--- config.mk ---
export PLATFORM = sky130hd
export DESIGN_NAME = bcd_serial_accumulator
export DESIGN_NICKNAME = d
export VERILOG_FILES = /design/src/rtl/bcd_serial_accumulator.sv
export SDC_FILE = /design/constraint.sdc
export NUM_CORES = 1
export LEC_CHECK = 0
export CAP_MARGIN = 20
export CORE_MARGIN = 2
export CORE_UTILIZATION = 40
export CTS_BUF_LIST = sky130_fd_sc_hd__clkbuf_16
export CTS_CLUSTER_DIAMETER = 100
export CTS_CLUSTER_SIZE = 28
export DETAILED_ROUTE_END_ITERATION = 12
export SLEW_MARGIN = 25
export SYNTH_ARGS = -nofsm -noshare
export SYNTH_HDL_FRONTEND = slang
export SYNTH_SLANG_ARGS = --single-unit
--- constraint.sdc ---
create_clock -name clk -period 3.5 [get_ports clk]
set_input_delay 0.7 -clock clk [delete_from_list [all_inputs] [get_ports clk]]
set_output_delay 0.7 -clock clk [all_outputs]
set_load 0.03 [all_outputs]
--- src/rtl/bcd_serial_accumulator.sv ---
// ============================================================================
// Module      : bcd_serial_accumulator
// Description : BCD accumulator that adds or subtracts one operand per
//               transaction, one digit per clock, saturating at 0 / all-nines.
// Revision    : 1.0 - initial release
// ============================================================================
`default_nettype none

module bcd_serial_accumulator #(
  parameter int DIGITS_COUNT = 4
) (
  input  logic                      clk,
  input  logic                      rst_n,
  input  logic                      clear,
  input  logic                      in_valid,
  output logic                      in_ready,
  input  logic [DIGITS_COUNT*4-1:0] in_value,
  input  logic                      in_sub,
  output logic [DIGITS_COUNT*4-1:0] acc,
  output logic                      done,
  output logic                      saturated
);

  localparam int W     = DIGITS_COUNT * 4;
  localparam int IDX_W = (DIGITS_COUNT > 1) ? $clog2(DIGITS_COUNT) : 1;
  localparam logic [IDX_W-1:0] LAST_IDX  = IDX_W'(DIGITS_COUNT - 1);
  localparam logic [W-1:0]     ALL_NINES = {DIGITS_COUNT{4'h9}};

  typedef enum logic [1:0] {
    IDLE   = 2'd0,
    RUN    = 2'd1,
    COMMIT = 2'd2
  } state_t;

  state_t           state_q, state_d;
  logic [W-1:0]     acc_q, acc_d;
  logic [W-1:0]     work_q, work_d;
  logic [W-1:0]     operand_q, operand_d;
  logic [IDX_W-1:0] idx_q, idx_d;
  logic             sub_q, sub_d;
  logic             carry_q, carry_d;
  logic             done_q, done_d;
  logic             sat_q, sat_d;

  logic [W-1:0]     operand_clean;
  logic [3:0]       work_digit;
  logic [3:0]       operand_digit;
  logic [3:0]       operand_adj;
  logic [4:0]       digit_sum;
  logic [3:0]       digit_out;

  // Non-decimal operand digits are clamped to 9 before they are stored.
  always_comb begin
    operand_clean = '0;
    for (int i = 0; i < DIGITS_COUNT; i++) begin
      operand_clean[i*4 +: 4] = (in_value[i*4 +: 4] > 4'd9) ? 4'd9 : in_value[i*4 +: 4];
    end
  end

  // Subtraction is nines-complement plus an initial carry of one.
  always_comb begin
    work_digit    = work_q[{idx_q, 2'b00} +: 4];
    operand_digit = operand_q[{idx_q, 2'b00} +: 4];
    operand_adj   = sub_q ? (4'd9 - operand_digit) : operand_digit;
    digit_sum     = {1'b0, work_digit} + {1'b0, operand_adj} + {4'b0000, carry_q};
    digit_out     = (digit_sum > 5'd9) ? 4'(digit_sum - 5'd10) : digit_sum[3:0];
  end

  always_comb begin
    state_d   = state_q;
    acc_d     = acc_q;
    work_d    = work_q;
    operand_d = operand_q;
    idx_d     = idx_q;
    sub_d     = sub_q;
    carry_d   = carry_q;
    done_d    = 1'b0;
    sat_d     = sat_q;

    case (state_q)
      IDLE: begin
        if (in_valid) begin
          operand_d = operand_clean;
          sub_d     = in_sub;
          work_d    = acc_q;
          idx_d     = '0;
          carry_d   = in_sub;
          state_d   = RUN;
        end
      end
      RUN: begin
        work_d[{idx_q, 2'b00} +: 4] = digit_out;
        carry_d = (digit_sum > 5'd9);
        if (idx_q == LAST_IDX) begin
          state_d = COMMIT;
        end else begin
          idx_d = idx_q + IDX_W'(1);
        end
      end
      COMMIT: begin
        // Carry out on add is overflow; no carry out on subtract is a borrow.
        if (!sub_q && carry_q) begin
          acc_d = ALL_NINES;
          sat_d = 1'b1;
        end else if (sub_q && !carry_q) begin
          acc_d = '0;
          sat_d = 1'b1;
        end else begin
          acc_d = work_q;
        end
        done_d  = 1'b1;
        state_d = IDLE;
      end
      default: state_d = IDLE;
    endcase

    if (clear) begin
      acc_d   = '0;
      sat_d   = 1'b0;
      done_d  = 1'b0;
      state_d = IDLE;
    end
  end

  always_ff @(posedge clk or negedge rst_n) begin
    if (!rst_n) begin
      state_q   <= IDLE;
      acc_q     <= '0;
      work_q    <= '0;
      operand_q <= '0;
      idx_q     <= '0;
      sub_q     <= 1'b0;
      carry_q   <= 1'b0;
      done_q    <= 1'b0;
      sat_q     <= 1'b0;
    end else begin
      state_q   <= state_d;
      acc_q     <= acc_d;
      work_q    <= work_d;
      operand_q <= operand_d;
      idx_q     <= idx_d;
      sub_q     <= sub_d;
      carry_q   <= carry_d;
      done_q    <= done_d;
      sat_q     <= sat_d;
    end
  end

  assign in_ready  = (state_q == IDLE);
  assign acc       = acc_q;
  assign done      = done_q;
  assign saturated = sat_q;

endmodule

`default_nettype wire

=== Word-level counts from Yosys, hierarchy flattened ===
Cells that the tools add are included.

* Flip-flop bits (word level): 56
* Bits of input ports: 21
* Output and inout port bits: 19
* Logic and storage cells: 72

* $add $sub $neg: 6
* $lt $le $gt $ge: 5
* Equal/unequal tests: 7
* Shift-type cells: 4
* Multiplexer cells: 28
* Reductions and logical operators: 13

{| class="wikitable"
|+ Operator list
! operator !! number
|-
| two-way mux 16 bit || 5
|-
| case mux 16 bit (2 select lines) || 1
|-
| indexed part select 16 x 5 -> 4 bit || 2
|-
| two-way mux 4 bit || 6
|-
| bitwise mux 16 bit || 1
|-
| greater-than comparator 4 bit, second input constant || 4
|-
| variable shift 4 x 6 -> 16 bit, first input constant || 1
|-
| indexed part select 4 x 6 -> 16 bit || 1
|-
| two-way mux 2 bit || 5
|-
| case mux 2 bit (2 select lines) || 2
|-
| AND reduction 2 bit || 4
|-
| two-way mux 1 bit || 7
|-
| != test 3 bit, second input constant || 2
|-
| negation 4 -> 6 bit || 1
|-
| adder 4 x 4 -> 5 bit || 1
|-
| adder 5 x 1 -> 5 bit || 1
|-
| greater-than comparator 5 x 4 -> 1 bit, second input constant || 1
|-
| equality test 2 bit, second input constant || 2
|-
| != test 2 bit, second input constant || 2
|-
| nonzero test 2 bit || 2
|-
| subtractor 4 bit, first input constant || 1
|-
| subtractor 4 bit, second input constant || 1
|-
| AND reduction 3 bit || 1
|-
| nonzero test 3 bit || 1
|-
| other kinds (6) || 8
|}

=== Longest topological paths before layout ===
* Depth after elaboration: 10
* Gate-level depth with buffers: 15
* Mapped depth without buffers: 14

=== Worst setup path before layout ===
OpenSTA, ideal clock, no wires.

* Path kind: register to register
* Start: register idx_q[0]
* End: register work_q[10]
* Setup time: 0.127 ns
* Arrival time: 3.470 ns
* Required time: 3.373 ns
* Path slack: -0.096 ns
* Stages on the path, launching flop included: 14
* Path buffers: 1
* Clock period less this slack: 3.596 ns
* Path through: dfrtp_1 -> buf_2 -> mux4_2 -> xnor2_1 -> fa_1 -> inv_1 -> fa_1 -> inv_1 -> ha_1 -> and2_1 -> o31a_2 -> o211ai_1 -> a2bb2oi_4 -> o21ai_1

* Word-level cells in the longest chain between the ends: 10
* Elaborated cells on any way between the ends: 14
* Those cells by class: 5 x add/sub; 1 x order compare; 4 x shift; 4 x mux

{| class="wikitable"
|+ Ends and longest elaborated chain
! element !! RTL line !! source
|-
| start, declared || 39 || <nowiki>logic [IDX_W-1:0] idx_q, idx_d;</nowiki>
|-
| start signal, assigned || 141 || <nowiki>idx_q <= idx_d;</nowiki>
|-
| indexed part select 16 x 5 -> 4 bit || 63 || <nowiki>operand_digit = operand_q[{idx_q, 2'b00} +: 4];</nowiki>
|-
| subtractor 4 bit || 64 || <nowiki>operand_adj = sub_q ? (4'd9 - operand_digit) : operand_digit;</nowiki>
|-
| two-way mux 4 bit || 64 ||
|-
| adder 4 x 4 -> 5 bit || 65 || <nowiki>digit_sum = {1'b0, work_digit} + {1'b0, operand_adj} + {4'b0000, carry_q};</nowiki>
|-
| adder 5 x 1 -> 5 bit || 65 ||
|-
| subtractor 4 bit / greater-than comparator 5 x 4 -> 1 bit (equally long branches) || 66 || <nowiki>digit_out = (digit_sum > 5'd9) ? 4'(digit_sum - 5'd10) : digit_sum[3:0];</nowiki>
|-
| two-way mux 4 bit || 66 ||
|-
| indexed part select 4 x 6 -> 16 bit || 92 || <nowiki>work_d[{idx_q, 2'b00} +: 4] = digit_out;</nowiki>
|-
| bitwise mux 16 bit * || 92 ||
|-
| case mux 16 bit (2 select lines) * || 80 || <nowiki>case (state_q)</nowiki>
|-
| end signal, assigned || 139 || <nowiki>work_q <= work_d;</nowiki>
|-
| end, declared || 37 || <nowiki>logic [W-1:0] work_q, work_d;</nowiki>
|}

Every way passes the cells marked *; elsewhere a longest branch is shown, timed or not.
A chain may end at the register's enable or synchronous reset.

=== Worst setup path after layout ===
* Start: register idx_q[0]
* End: register work_q[14]

Same word-level chain as after synthesis.

==> results.md <==
- Crit start category: flop
- Max-slew headroom: 0.588
- Vias in the first global route: approximately 2400
- Worst path cell trace: mux4_2 > xnor2_2 > fa_2 > inv_2 > fa_2 > xnor2_2 > ha_4 > and2_4 > o31a_2 > o211ai_1 > a2bb2oi_4 > o21ai_1
- Clk_lat worst skew: 0.30 ns
- Max_cap viols: 0
- Share of flip-flops with an asynchronous set or reset: 1.00
- Sequential-to-total area share from yosys stat: 0.478
- Hold Buf Count CTS: 0
- Final period utilization: 0.970
- Syn Std Cell Area: 2930 um^2
- CTS tree: yes
- Final Instance Count excl. Fillers: roughly 450
- Drt drc: 0
- Final WL: ~7.1 mm
- FF-to-FF setup slack: around 0.11 ns
- Pwr dens: about 800 nW/um^2
- Final-report setup violation count: 0
- Drt wl/cell: 15.9 um
- Avg Cell Area, Syn: about 10 um^2
- Reg-to-reg endpoint: work_q[14]$_DFFE_PN0P_
- CP Class: reg -> reg
- Hold Path Class: in -> async
- Num CTS Buffers: 5
- RSZ-0062 raised after global routing: yes
- R2R Path Start: idx_q[0]$_DFFE_PN0P_
- DIE HEIGHT: roughly 90 um
- Leakage power total: 0.00161 uW
- WP data required: between 3 and 4 ns
- Initial antenna violation count: 0
- CP max-delay cell: mux4_2
- Share of cells above drive strength 1: 0.147
- Outcome: finished clean
- Post-Syn Nets: around 330
- Slew Limit Fails: 0
- Tot GR Track Use: 0.199
- IO Port Bufs: 39
- I/O pin cnt: 40
- Syn-to-layout area delta: 26.3%
- Final Net Count: roughly 380
- DR pass1 iterations: 4
- Vias per cell: between 5 and 6
- Buf+Inv Stages, Crit Path: 1
- Starting Density: 0.408
- Crit Path Max Fanout: 5
- VDD IR max: 405 uV
- Yosys top cell area share: 0.478
- Antenna Diode Count: 0
- Crit-path max cell delay: approximately 0.57 ns
- Reg2reg path depth: 12
- Largest cells by area after synthesis: dfrtp_1 48%, nand2_1 8.3%, mux4_2 6.2%
- Mapped Cells: ~300
- Routed Antenna Nets: 0
- Clk buf depth: 2
- H-tree Lvls: 2
- Clock-pin slew on the worst setup and hold paths: about 0.070 ns
- Post-synth EDFFs: 0
- Vias: 2374
- 1st-iter DRT viols: 111
- Worst path arrival time: 3.57 ns
- F_max: around 290 MHz
- Final weighted congestion in routability-driven placement: 0.946
- Hold_ws: 0.325 ns
- Global route overflow: 0
- Die X: roughly 90 um
- Core area: around 7200 um^2
- CP Capture Type: flop
- Largest net degree at the start of global routing: 41
- # rows: 31
- Dpl cells: around 430
- Die ar.: about 8000 um^2
- Layout Skew: 0.0101 ns
- Register bit count reported by yosys: 56
- Netlist cell types: 43
- Yosys warning total: 0
- Synth area leader: dfrtp_1
- First-pass GRT wire length: between 10 and 15 mm
- Finished Core Util: 0.515
- Fill cell count: roughly 680
- Worst-Margin Slew: slightly above 0.6 ns
- Critical path's top delay family: compound AO/OA/AOI/OAI gates
- Clk sinks: 56
- Period minus WS final: 3.39 ns
- Root Buffer: clkbuf_16
- DPL Wire Length: approximately 5.4 mm
- Final Hold Fails: 0
- Dominant synthesized flop cell: dfrtp_1
report_power, final:
part	leakage, uW	internal [uW]	switching [uW]
clock	0.0000710	261	226
combinational	0.000800	798	863
sequential	0.000743	729	87.9
area by class of cell:
cell class              count  area, um^2  share of cell area
multi-input cells         219        1480               0.400
repair buffers             54         514               0.139
clock buffers               5         125              0.0338
inverters                  10        37.5              0.0101
well taps                  99         124              0.0335
flip-flops and latches     56        1400               0.380
clock inverters             3        13.8             0.00372
cells in the mapped netlist (2+ instances only):
library cell and number:
inv_1 10, nand2_1 65, dfrtp_1 56, mux4_2 8, fa_1 2, nor2b_1 3, o22a_1 4, clkbuf_1 5
nand3_1 2, nand3b_1 9, o21ai_1 15, and2_1 2, nor3b_1 2, nor2_1 24, xnor2_1 4, a22oi_1 11
o21ai_0 14, a21o_1 3, nor3_1 2, ha_1 9, a221o_1 2, a21oi_1 19, buf_2 6
state kept, by name, indices dropped and copies added (netlist names):
signal,flops
acc,16
carry_q,1
done,1
idx_q,2
operand_q,16
saturated,1
state_q,2
sub_q,1
work_q,16
stage by stage:
step           total power (uW)  instance area [um^2]  setup TNS [ns]  setup slack (ns)
3_3_place_gp               2250                  3460               0            0.0967
6_report                   2960                  3700               0             0.105
3_5_place_dp               2280                  3460         -0.0132          -0.00566
2_1_floorplan              1920                  2930               0           0.00982
5_1_grt                    3160                  3700         -0.0743           -0.0392
4_1_cts                    2770                  3600               0            0.0757
worst reg2reg max path: cells and delay by family (launching register included):
kind | cells | cell delay, ns
AOI/OAI and AO/OA | 4 | 0.86
DFF | 1 | 0.45
adders and majority gates | 3 | 0.82
xor gates and xnor gates | 2 | 0.38
buffers and inverters | 1 | 0.05
and+or+nand+nor | 1 | 0.15
muxes | 1 | 0.57
timing repair:
action	in CTS	in global routing
resized for setup	1	14
pin swaps	0	12
buffers inserted	0	4
endpoints found under the setup margin	3	9
cells in the final DEF, fill, tap and decap left out, types with 2 or more instances in the layout:
cell,Yosys,routed
a21o_1,3,3
a21oi_1,19,19
a221o_1,2,2
a22oi_1,11,11
buf_4,1,13
clkbuf_16,0,5
clkdlybuf4s50_1,0,38
clkinv_2,0,2
dfrtp_1,56,54
dfrtp_2,0,2
fa_2,0,2
ha_1,9,7
inv_1,10,8
inv_2,0,2
mux4_2,8,8
nand2_1,65,65
nand3_1,2,2
nand3b_1,9,9
nor2_1,24,24
nor2b_1,3,3
nor3_1,2,2
o21ai_0,14,14
o21ai_1,15,14
o22a_1,4,4
xnor2_1,4,2
xnor2_2,0,2
logic make-up (layout without fill, tap and decap cells):
family	count (synthesis)	count (layout)	synth area share
adders and majority gates	11	11	0.0521
buffers and inverters	22	72	0.0320
DFF	56	56	0.478
xor gates and xnor gates	6	6	0.0243
muxes	9	9	0.0654
AOI/OAI and AO/OA	78	78	0.174
and+or+nand+nor	115	115	0.173
routing by layer:
layer	vias up	global-route usage	wire, um
met1	1134	0.269	3210
met4	0	0.0638	140
met3	10	0.0302	354
met2	86	0.329	3370
met5	-	0	0
li1	1144	-	-
how the worst max path moves through the flow:
stage | from | end | depth (start not counted)
global route | idx_q[0]$_DFFE_PN0P_ | work_q[14]$_DFFE_PN0P_ | 12
floorplan | idx_q[0]$_DFFE_PN0P_ | work_q[10]$_DFFE_PN0P_ | 13
detailed placement | idx_q[0]$_DFFE_PN0P_ | work_q[6]$_DFFE_PN0P_ | 13
CTS | idx_q[0]$_DFFE_PN0P_ | work_q[6]$_DFFE_PN0P_ | 13
finish | idx_q[0]$_DFFE_PN0P_ | work_q[14]$_DFFE_PN0P_ | 12
global placement | idx_q[0]$_DFFE_PN0P_ | work_q[2]$_DFFE_PN0P_ | 13
Power figures use the tool's default switching activity.
